==> config.mk <==
export PLATFORM = sky130hd
export DESIGN_NAME = mips_line_fetch_memory
export DESIGN_NICKNAME = d
export VERILOG_FILES = /design/src/rtl/mips_insmem_pkg.sv /design/src/rtl/mips_insmem_wait_counter.sv /design/src/rtl/mips_line_fetch_memory.sv
export SDC_FILE = /design/constraint.sdc
export NUM_CORES = 1
export LEC_CHECK = 0
export BUFFER_PORTS_ARGS = -buffer_cell sky130_fd_sc_hd__buf_4
export CAP_MARGIN = 20
export CORE_ASPECT_RATIO = 2
export CORE_UTILIZATION = 47
export DETAILED_ROUTE_END_ITERATION = 16
export GPL_ROUTABILITY_DRIVEN = 0
export PLACE_DENSITY = 0.85
export SETUP_SLACK_MARGIN = 0.15
export SYNTH_ARGS = -nofsm -noshare
export SYNTH_HDL_FRONTEND = slang
export SYNTH_SLANG_ARGS = --single-unit
==> constraint.sdc <==
create_clock -name ClockPulse -period 2.4 [get_ports ClockPulse]
set_input_delay 0.24 -clock ClockPulse [delete_from_list [all_inputs] [get_ports ClockPulse]]
set_output_delay 0.24 -clock ClockPulse [all_outputs]
set_load 0.02 [all_outputs]
==> src/rtl/mips_insmem_pkg.sv <==
// Shared FSM states, default parameters and line-offset helper for the
// MIPS line-fetch instruction memory.
package mips_insmem_pkg;

  typedef enum logic [1:0] {
    IDLE = 2'd0,
    WAIT = 2'd1,
    RESP = 2'd2
  } state_t;

  localparam int DEFAULT_ADDR_WIDTH = 32;
  localparam int DEFAULT_MEM_BYTES  = 1024;
  localparam int DEFAULT_LINE_BYTES = 16;
  localparam int DEFAULT_LATENCY    = 4;

  // log2 of a power-of-two line size: number of byte-offset bits in an address
  function automatic int line_offset(input int line_bytes);
    int ofs;
    ofs = 0;
    for (int i = 0; i < 31; i++)
      if ((1 << i) < line_bytes) ofs = i + 1;
    return ofs;
  endfunction

endpackage

==> src/rtl/mips_insmem_wait_counter.sv <==
// Down-counter timing the WAIT state; done is the terminal-count compare.
module mips_insmem_wait_counter #(
  parameter int WIDTH = 3
) (
  input  logic             ClockPulse,
  input  logic             Reset,
  input  logic             clear,
  input  logic             load,
  input  logic [WIDTH-1:0] load_value,
  output logic             done
);

  logic [WIDTH-1:0] count;

  always_ff @(posedge ClockPulse) begin
    if (Reset || clear)
      count <= '0;
    else if (load)
      count <= load_value;
    else if (count != '0)
      count <= count - 1'b1;
  end

  assign done = (count == '0);

endmodule

==> src/rtl/mips_line_fetch_memory.sv <==
// Read-only line-fetch instruction memory (byte i holds i[7:0]) with fixed miss
// latency. Optional one-entry line buffer enabled by macro INSMEM_LINEBUF_EN.
//
// state | meaning
// IDLE  | ready for a request (unless Flush)
// WAIT  | countdown until the line is available
// RESP  | line presented, held until consumed, flushed or reset
module mips_line_fetch_memory
  import mips_insmem_pkg::*;
#(
  parameter int ADDR_WIDTH = DEFAULT_ADDR_WIDTH,
  parameter int MEM_BYTES  = DEFAULT_MEM_BYTES,
  parameter int LINE_BYTES = DEFAULT_LINE_BYTES,
  parameter int LATENCY    = DEFAULT_LATENCY
) (
  input  logic                    ClockPulse,
  input  logic                    Reset,
  input  logic                    ReqValid,
  output logic                    ReqReady,
  input  logic [ADDR_WIDTH-1:0]   InstructionAddress,
  input  logic                    Flush,
  output logic                    RespValid,
  input  logic                    RespReady,
  output logic [LINE_BYTES*8-1:0] OutputInsMemory,
  output logic [ADDR_WIDTH-1:0]   RespAddress,
  output logic                    AddrError
);

  localparam int OFS = line_offset(LINE_BYTES);
  localparam int LW  = ADDR_WIDTH - OFS;
  localparam int CW  = $clog2(LATENCY + 1);
  localparam logic [LW-1:0] NUM_LINES  = LW'(MEM_BYTES / LINE_BYTES);
  localparam logic [CW-1:0] MISS_COUNT = CW'(LATENCY - 1);

  state_t                  state, state_next;
  logic [LW-1:0]           req_line, line_q;
  logic [ADDR_WIDTH-1:0]   base_q;
  logic                    accept, cnt_load, cnt_done, hit, hit_q, in_range, load_resp;
  logic [CW-1:0]           cnt_value;
  logic [LINE_BYTES*8-1:0] rom_line, buf_data;
  logic                    unused_low_bits;

  assign req_line        = InstructionAddress[ADDR_WIDTH-1:OFS];
  assign unused_low_bits = ^InstructionAddress[OFS-1:0];
  assign base_q          = {line_q, {OFS{1'b0}}};
  assign ReqReady        = (state == IDLE) && !Flush;
  assign accept          = ReqValid && ReqReady;
  assign RespValid       = (state == RESP);
  assign in_range        = (line_q < NUM_LINES);
  // A buffer hit still passes through WAIT, but with a zero count it leaves after one cycle
  assign cnt_value       = hit ? '0 : MISS_COUNT;
  assign load_resp       = (state == WAIT) && (state_next == RESP);

`ifdef INSMEM_LINEBUF_EN
  logic          buf_valid;
  logic [LW-1:0] buf_line;
  logic          consume;

  assign consume = (state == RESP) && RespReady && !Flush;
  assign hit     = buf_valid && (buf_line == req_line);

  always_ff @(posedge ClockPulse) begin
    if (Reset) begin
      buf_valid <= 1'b0;
      buf_line  <= '0;
      buf_data  <= '0;
    end else if (consume && !AddrError) begin
      buf_valid <= 1'b1;
      buf_line  <= line_q;
      buf_data  <= OutputInsMemory;
    end
  end
`else
  assign hit      = 1'b0;
  assign buf_data = '0;
`endif

  mips_insmem_wait_counter #(.WIDTH(CW)) u_wait_counter (
    .ClockPulse (ClockPulse),
    .Reset      (Reset),
    .clear      (Flush),
    .load       (cnt_load),
    .load_value (cnt_value),
    .done       (cnt_done)
  );

  // Lines are aligned, so each byte is the base's low byte plus its offset
  always_comb begin
    rom_line = '0;
    for (int k = 0; k < LINE_BYTES; k++)
      rom_line[k*8 +: 8] = base_q[7:0] + 8'(k);
  end

  always_ff @(posedge ClockPulse) begin
    if (Reset) state <= IDLE;
    else       state <= state_next;
  end

  always_comb begin
    state_next = state;
    cnt_load   = 1'b0;
    case (state)
      IDLE: if (accept) begin
        state_next = WAIT;
        cnt_load   = 1'b1;
      end
      WAIT: if (Flush)         state_next = IDLE;
            else if (cnt_done) state_next = RESP;
      RESP: if (Flush || RespReady) state_next = IDLE;
      default: state_next = IDLE;
    endcase
  end

  always_ff @(posedge ClockPulse) begin
    if (Reset) begin
      line_q          <= '0;
      hit_q           <= 1'b0;
      OutputInsMemory <= '0;
      RespAddress     <= '0;
      AddrError       <= 1'b0;
    end else begin
      if (accept) begin
        line_q <= req_line;
        hit_q  <= hit;
      end
      if (load_resp) begin
        RespAddress     <= base_q;
        AddrError       <= !in_range;
        OutputInsMemory <= hit_q ? buf_data : (in_range ? rom_line : '0);
      end
    end
  end

endmodule

==> results of run 1 <==
worst min-delay path by stage:
stage	endpoint	slack, ns	cells after the start
after floorplan	line_q[4]$_SDFFE_PP0P_	0.38	2
after CTS	state[0]$_SDFF_PP0_	0.15	2
after global routing	state[0]$_SDFF_PP0_	0.15	2
after global placement	line_q[4]$_SDFFE_PP0P_	0.44	2
final	state[0]$_SDFF_PP0_	0.15	2
after detailed placement	RespAddress[8]$_SDFFE_PP0P_	0.45	2
sequential cells by signal (all words and copies together) (netlist names):
register,flops
RespAddress,28
u_wait_counter.count,3
AddrError,1
state,2
OutputInsMemory,5
line_q,28
area by class of cell:
class	instances	share of cell area, %
multi-input cells	251	27.8
repair buffers	165	29.9
well taps	90	2.72
flip-flops and latches	67	32.4
clock inverters	3	0.968
clock buffers	11	5.87
inverters	3	0.272
where the power goes:
| part | total [uW] | leakage (uW) | internal, uW | switching [uW] |
|---|---|---|---|---|
| registers | 1170 | 0.000543 | 1150 | 26.1 |
| clock network | 1250 | 0.000141 | 815 | 431 |
| logic | 285 | 0.00124 | 99.7 | 185 |
| total | 2700 | 0.00192 | 2060 | 642 |
worst max-delay path: stages, from the launching register on:
cell and delay, ns:
dfxtp_1 0.32, inv_1 0.09, ha_1 0.20, nand3b_1 0.19, or3_1 0.35, buf_4 0.26
nand2_1 0.13, a21oi_1 0.07
kinds of logic (layout without fill, tap and decap cells):
group / after synthesis / count (layout) / share of synthesized area (%)
buf+inv: 151 / 182 / 31.4
simple gates: 144 / 144 / 18.3
compound gates: 67 / 67 / 10.0
xor+xnor: 2 / 2 / 0.509
fa+ha+maj: 2 / 2 / 0.727
flops: 67 / 67 / 39.0
other cells: 1 / 36 / 0.109
per-stage QoR:
| stage | power, uW | instances | worst slack [ns] | cell area, um^2 | hold WS (ns) |
|---|---|---|---|---|---|
| floorplan | 1440 | 469 | 0.861 | 3570 | 0.376 |
| global placement | 1470 | 576 | 0.757 | 3850 | 0.444 |
| detailed placement | 1480 | 576 | 0.703 | 3850 | 0.446 |
| CTS | 2720 | 590 | 0.650 | 4140 | 0.146 |
| global route | 2800 | 590 | 0.511 | 4140 | 0.147 |
| finish | 2700 | 590 | 0.656 | 4140 | 0.153 |
per-layer routing:
layer	global-route usage (%)	routed length, um	vias to the layer above
li1	-	-	1350
met1	18.2	2450	1264
met2	36.0	4200	169
met3	6.09	668	22
met4	15.1	335	0
met5	0	0	-
placed cells by master (no fill, tap or decap), types with 2 or more instances in the layout:
master	count
nand4_1	4
nand2_1	119
a21oi_1	64
nor2_1	3
dfxtp_1	67
nor3_4	2
clkinv_2	2
buf_4	165
conb_1	36
xnor2_1	2
nor4_1	4
clkbuf_16	9
inv_1	3
ha_1	2
==> key figures, run 1 <==
Flow run
  – Maxcap violations: 0

Setup path
  – Reg2Reg Setup Slack: 0.66 ns
  – Crit path kind: register to register
  – RR Endpoint: RespAddress[24]$_SDFFE_PP0P_
  – Worst Path Required: 2.58 ns
  – Startpoint types: register
  – CP Data Arrival Time: 1.93 ns
  – Critical path origin: u_wait_counter.count[0]$_SDFFE_PP0P_
  – R2R cell count: 7
  – Worst r2r src: u_wait_counter.count[0]$_SDFFE_PP0P_
  – CP Capture Type: register
  – CP Max Fanout: 33
  – CP endpoint: RespAddress[24]$_SDFFE_PP0P_

Clock network
  – Reg clk slew, reported paths: 0.05 ns
  – CTS tree: yes
  – Hold Buf Count CTS: 0
  – Num CTS Buffers: 9
  – Setup Fix Bufs, Post-CTS: 0
  – Clock root cell: clkbuf_16
  – H-tree depth: 3
  – CTS resizes: 0
  – Insertion delay to the later sink of the worst-skew pair: between 0.3 and 0.4 ns
  – CTS Sinks: 67
  – Clk buf depth: 2

Global route
  – Gr usage total: 19.8%
  – Grt ovf: 0
  – Number of global-route vias before repair: 2495
  – Largest net degree at the start of global routing: 65
  – Initial antenna violation count: 0
  – First-pass GRT wire length: about 12 mm

Synthesis
  – Async SR Flop Fraction: 0%
  – Post-synth EDFFs: 0
  – Top-area cell type share of the netlist area: between 30 and 40%
  – Largest area contributor in the netlist: dfxtp_1
  – Synth Flop Type: dfxtp_1
  – Syn Area/Cell: 7.93 um^2
  – Commonest cells post-synth: buf_4, nand2_1, dfxtp_1
  – Most common cell in the netlist: buf_4
  – Seq/Total Area, Yosys: 39.0%
  – Flops & latches, synth: 67
  – Ys Warns: 0
  – Post-Syn Area: 3440 um^2
  – Yosys cell types: 30
  – Largest cells by area after synthesis: dfxtp_1, buf_4, nand2_1
  – Mapped Cells: 434

Hold path
  – Hold Crit Class: input port to register
  – Hold Startpoint: ReqValid

Die
  – Row Count: 43
  – Die Wd: 62.5 um
  – Initial Util: 49.2%
  – Die area: 7690 um^2
  – Die extent in y: 123 um
  – I/O Pins: 200
  – Core area: 6990 um^2

Timing
  – Max Slew Vio Count: 0
  – Final hold vios: 0
  – RSZ-0062 raised after global routing: false
  – Setup total negative slack: 0 ns
  – Final setup vio count: 0
  – Final period util: a little over 70%
  – Skew final: 0.00552 ns
  – Least-Margin Pin Slew: 0.617 ns
  – Rel. slew slack: about three fifths
  – Minimum clock period: 1.74 ns
  – Peak Freq: 573 MHz

Status
  – Status: finished, final reports clean

Cells and area
  – Share of layout cells above drive strength 1: between 30% and 40%
  – Area of the multi-input gates: 1150 um^2
  – Reg area: about 1300 um^2
  – Diode count: 0
  – Synthesis-to-layout area growth: 20.3%
  – Fill cell count: 634
  – Final core occ: slightly below 60%
  – Final nets: about 540

Route
  – ANT nets after route: 0
  – DR vias/cell: approximately 4.8
  – DR vias: roughly 2800
  – Post-DR wirelength/cell: 13.0 um
  – DRC Markers: 0
  – Final wirelength: 7.66 mm
  – Iteration-0 DRC Markers: between 60 and 70
  – Initial DRT Pass Iterations: 4

Power
  – P_leak: 0.00192 uW
  – Pwr Density: 653 nW/um^2
  – Maximum vdd drop: 0.636 mV

Placed design
  – Post-DP HPWL: 5.54 mm
  – I/O Buffers: ~160
(Power assumes the default switching activity.)
==> inputs of run 2 (changes only) <==
ABC_AREA = 1   (was default)
CORE_UTILIZATION = 40   (was 47)
PLACE_DENSITY = 0.77   (was 0.85)
clock period = 1.6 ns   (was 2.4 ns; I/O delays follow)
==> key figures, run 2 <==
Status
  – Status: finished, final reports clean (unchanged)

Power
  – Maximum vdd drop: 0.685 mV (was 0.636 mV)
  – Pwr Density: 964 nW/um^2 (was 653 nW/um^2)
  – P_leak: 0.00208 uW (was 0.00192 uW)

Cells and area
  – Regs by FF count: RespAddress x28, line_q x28, OutputInsMemory x5 (unchanged)
  – Cell Count, Final, Fillers Out: 632 (was 590)
  – Final nets: 568 (was 536)
  – Share of layout cells above drive strength 1: 41.6% (was 36.4%)
  – Diode count: 0 (unchanged)
  – Most frequent cells in the layout: buf_4, nand2_1, dfxtp_1 (unchanged)
  – Synthesis-to-layout area growth: 27.7% (was 20.3%)
  – Final core occ: 53.2% (was 59.1%)
  – Most common cell after layout, fill and taps aside: buf_4 (unchanged)

Global route
  – Gr usage total: 17.0% (was 19.8%)
  – Number of global-route vias before repair: 2353 (was 2495)
  – Grt ovf: 0 (unchanged)
  – Initial antenna violation count: 0 (unchanged)
  – Largest net degree at the start of global routing: 53 (was 65)
  – First-pass GRT wire length: 11.4 mm (was 11.6 mm)

Timing
  – Peak Freq: 706 MHz (was 573 MHz)
  – RSZ-0062 raised after global routing: true (was false)
  – Final period util: 88.6% (was 72.7%)
  – Minimum clock period: 1.42 ns (was 1.74 ns)
  – Final setup vio count: 0 (unchanged)
  – Max Slew Vio Count: 0 (unchanged)
  – Skew final: 0.00758 ns (was 0.00552 ns)
  – Setup total negative slack: 0 ns (unchanged)
  – Least-Margin Pin Slew: 0.585 ns (was 0.617 ns)
  – Rel. slew slack: 61.0% (was 58.9%)
  – Final hold vios: 0 (unchanged)

Route
  – DR vias: 2812 (was 2805)
  – ANT nets after route: 0 (unchanged)
  – Post-DR wirelength/cell: 12.8 um (was 13.0 um)
  – DR vias/cell: 4.45 (was 4.75)
  – Iteration-0 DRC Markers: 123 (was 65)
  – Final wirelength: 8.09 mm (was 7.66 mm)
  – Initial DRT Pass Iterations: 6 (was 4)
  – DRC Markers: 0 (unchanged)

Clock network
  – CTS tree: yes (unchanged)
  – Insertion delay to the later sink of the worst-skew pair: 0.33 ns (about the same)
  – H-tree depth: 3 (unchanged)
  – Clk buf depth: 2 (unchanged)
  – Num CTS Buffers: 9 (unchanged)
  – Clock root cell: clkbuf_16 (unchanged)
  – CTS Sinks: 67 (unchanged)
  – Hold Buf Count CTS: 0 (unchanged)
  – Reg clk slew, reported paths: 0.06 ns (was 0.05 ns)

Synthesis
  – Most common cell in the netlist: buf_4 (unchanged)
  – Syn Area/Cell: 7.66 um^2 (was 7.93 um^2)
  – Seq/Total Area, Yosys: 38.5% (was 39.0%)
  – Top-area cell type share of the netlist area: 38.5% (was 39.0%)
  – Post-Syn Area: 3480 um^2 (was 3440 um^2)
  – Async SR Flop Fraction: 0% (unchanged)
  – Ys Warns: 0 (unchanged)
  – Commonest cells post-synth: buf_4, nand2_1, dfxtp_1 (unchanged)
  – Largest area contributor in the netlist: dfxtp_1 (unchanged)
  – Mapped Cells: 454 (was 434)
  – Synth Flop Type: dfxtp_1 (unchanged)
  – Flops & latches, synth: 67 (unchanged)
  – Yosys cell types: 21 (was 30)
  – Largest cells by area after synthesis: dfxtp_1, buf_4, nand2_1 (unchanged)
  – Post-synth EDFFs: 0 (unchanged)

Setup path
  – CP Capture Type: register (unchanged)
  – CP top delay family: buffers and inverters (was simple AND/OR/NAND/NOR gates)
  – Crit path kind: register to register (unchanged)
  – R2R cell count: 9 (was 7)
  – CP bufs+invs: 4 (was 2)
  – RR Endpoint: RespAddress[29]$_SDFFE_PP0P_ (was RespAddress[24]$_SDFFE_PP0P_)
  – Startpoint types: register (unchanged)
  – Crit path cell chain: inv_2 > ha_4 > nand2_4 > inv_4 > nand4_4 > buf_12 > buf_12 > nand2_1 > a21oi_1 (was inv_1 > ha_1 > nand3b_1 > or3_1 > buf_4 > nand2_1 > a21oi_1)
  – Critical Path Slowest Stage Cell: dfxtp_2 (was or3_1)
  – Reg2Reg Setup Slack: 0.18 ns (was 0.66 ns)
  – Worst r2r src: u_wait_counter.count[1]$_SDFFE_PP0P_ (was u_wait_counter.count[0]$_SDFFE_PP0P_)
  – CP Max Fanout: 8 (was 33)
  – Top cell by count, worst path: buf_12
  – CP Data Arrival Time: 1.60 ns (was 1.93 ns)
  – CP peak stage delay: 0.32 ns (was 0.35 ns)
  – Worst Path Required: 1.78 ns (was 2.58 ns)

Die
  – Die area: 9100 um^2 (was 7690 um^2)
  – I/O Pins: 200 (unchanged)
  – Initial Util: 41.7% (was 49.2%)
  – Die extent in y: 134 um (was 123 um)
  – Die Wd: 68.0 um (was 62.5 um)
  – Core area: 8350 um^2 (was 6990 um^2)
  – Row Count: 47 (was 43)

Hold path
  – Hold endpoint: line_q[13]$_SDFFE_PP0P_ (was state[0]$_SDFF_PP0_)
  – Hold Startpoint: InstructionAddress[17] (was ReqValid)
  – Hold Crit Class: input port to register (unchanged)
  – Depth of the worst hold-timing path: 3 (was 2)

Placed design
  – Placed insts: 607 (was 576)
  – I/O Buffers: 159 (unchanged)
  – Post-DP HPWL: 5.57 mm (was 5.54 mm)

Flow run
  – Maxcap violations: 0 (unchanged)
run 2: final cells by class:
cell class              instances  area (um^2)
clock inverters                 4         48.8
inverters                      22         91.3
fillers                       806         3910
repair buffers                175         1380
multi-input cells             254         1200
well taps                      98          123
flip-flops and latches         67         1350
clock buffers                  12          246
run 2: worst min-delay path, delay by kind of cell:
| family | cells | cell delay, ns |
|---|---|---|
| compound gates | 1 | 0.10 |
| buf+inv | 1 | 0.07 |
| simple gates | 1 | 0.04 |
run 2: stage by stage:
step,total power [uW],worst slack (ns),hold slack (ns),cell area (um^2)
after detailed placement,2300,0.0840,0.423,3920
after CTS,4240,0.111,0.0764,4220
after floorplan,2240,0.224,0.303,3610
after global routing,4450,0.115,0.0781,4440
final,4280,0.183,0.0819,4440
after global placement,2290,0.154,0.417,3920
run 2: logic make-up (layout without fill, tap and decap cells):
kind of cell	Yosys count	count (layout)	synth area share [%]
buffers and inverters	168	213	33.2
flip-flops	67	67	38.5
adder cells (fa/ha/maj)	2	2	0.719
AND/OR/NAND/NOR	136	136	15.7
other	1	36	0.108
XOR/XNOR	2	2	0.504
AO/OA/AOI/OAI	78	78	11.2
run 2: metal layers:
metal	vias up	part of all wire, %	track usage [%]	routed length (um)
met5	-	0	0	0
met4	0	2.9	10.4	236
met3	19	6.0	3.66	482
met2	131	56	29.6	4500
met1	1250	35	17.5	2870
li1	1412	-	-	-
run 2: timing repair:
item,4_1_cts,5_1_grt
gates resized for setup,3,41
buffers inserted,0,8
pin swaps,0,2
endpoints found under the setup margin,26,119
hold endpoints to repair,0,0
gates cloned,0,1
run 2: where the power goes:
group | total, uW | internal (uW) | switching (uW)
registers | 1760 | 1730 | 34.3
clock network | 1940 | 1250 | 694
logic | 581 | 221 | 361
run 2: worst max-delay path by stage:
stage,from,end,slack (ns),depth (start not counted)
floorplan,state[0]$_SDFF_PP0_,line_q[10]$_SDFFE_PP0P_,0.22,6
global placement,u_wait_counter.count[0]$_SDFFE_PP0P_,RespAddress[9]$_SDFFE_PP0P_,0.15,9
detailed placement,u_wait_counter.count[0]$_SDFFE_PP0P_,RespAddress[19]$_SDFFE_PP0P_,0.08,9
CTS,u_wait_counter.count[0]$_SDFFE_PP0P_,RespAddress[19]$_SDFFE_PP0P_,0.11,9
global route,u_wait_counter.count[1]$_SDFFE_PP0P_,OutputInsMemory[119]$_SDFFE_PP0P_,0.11,9
finish,u_wait_counter.count[1]$_SDFFE_PP0P_,RespAddress[29]$_SDFFE_PP0P_,0.18,9
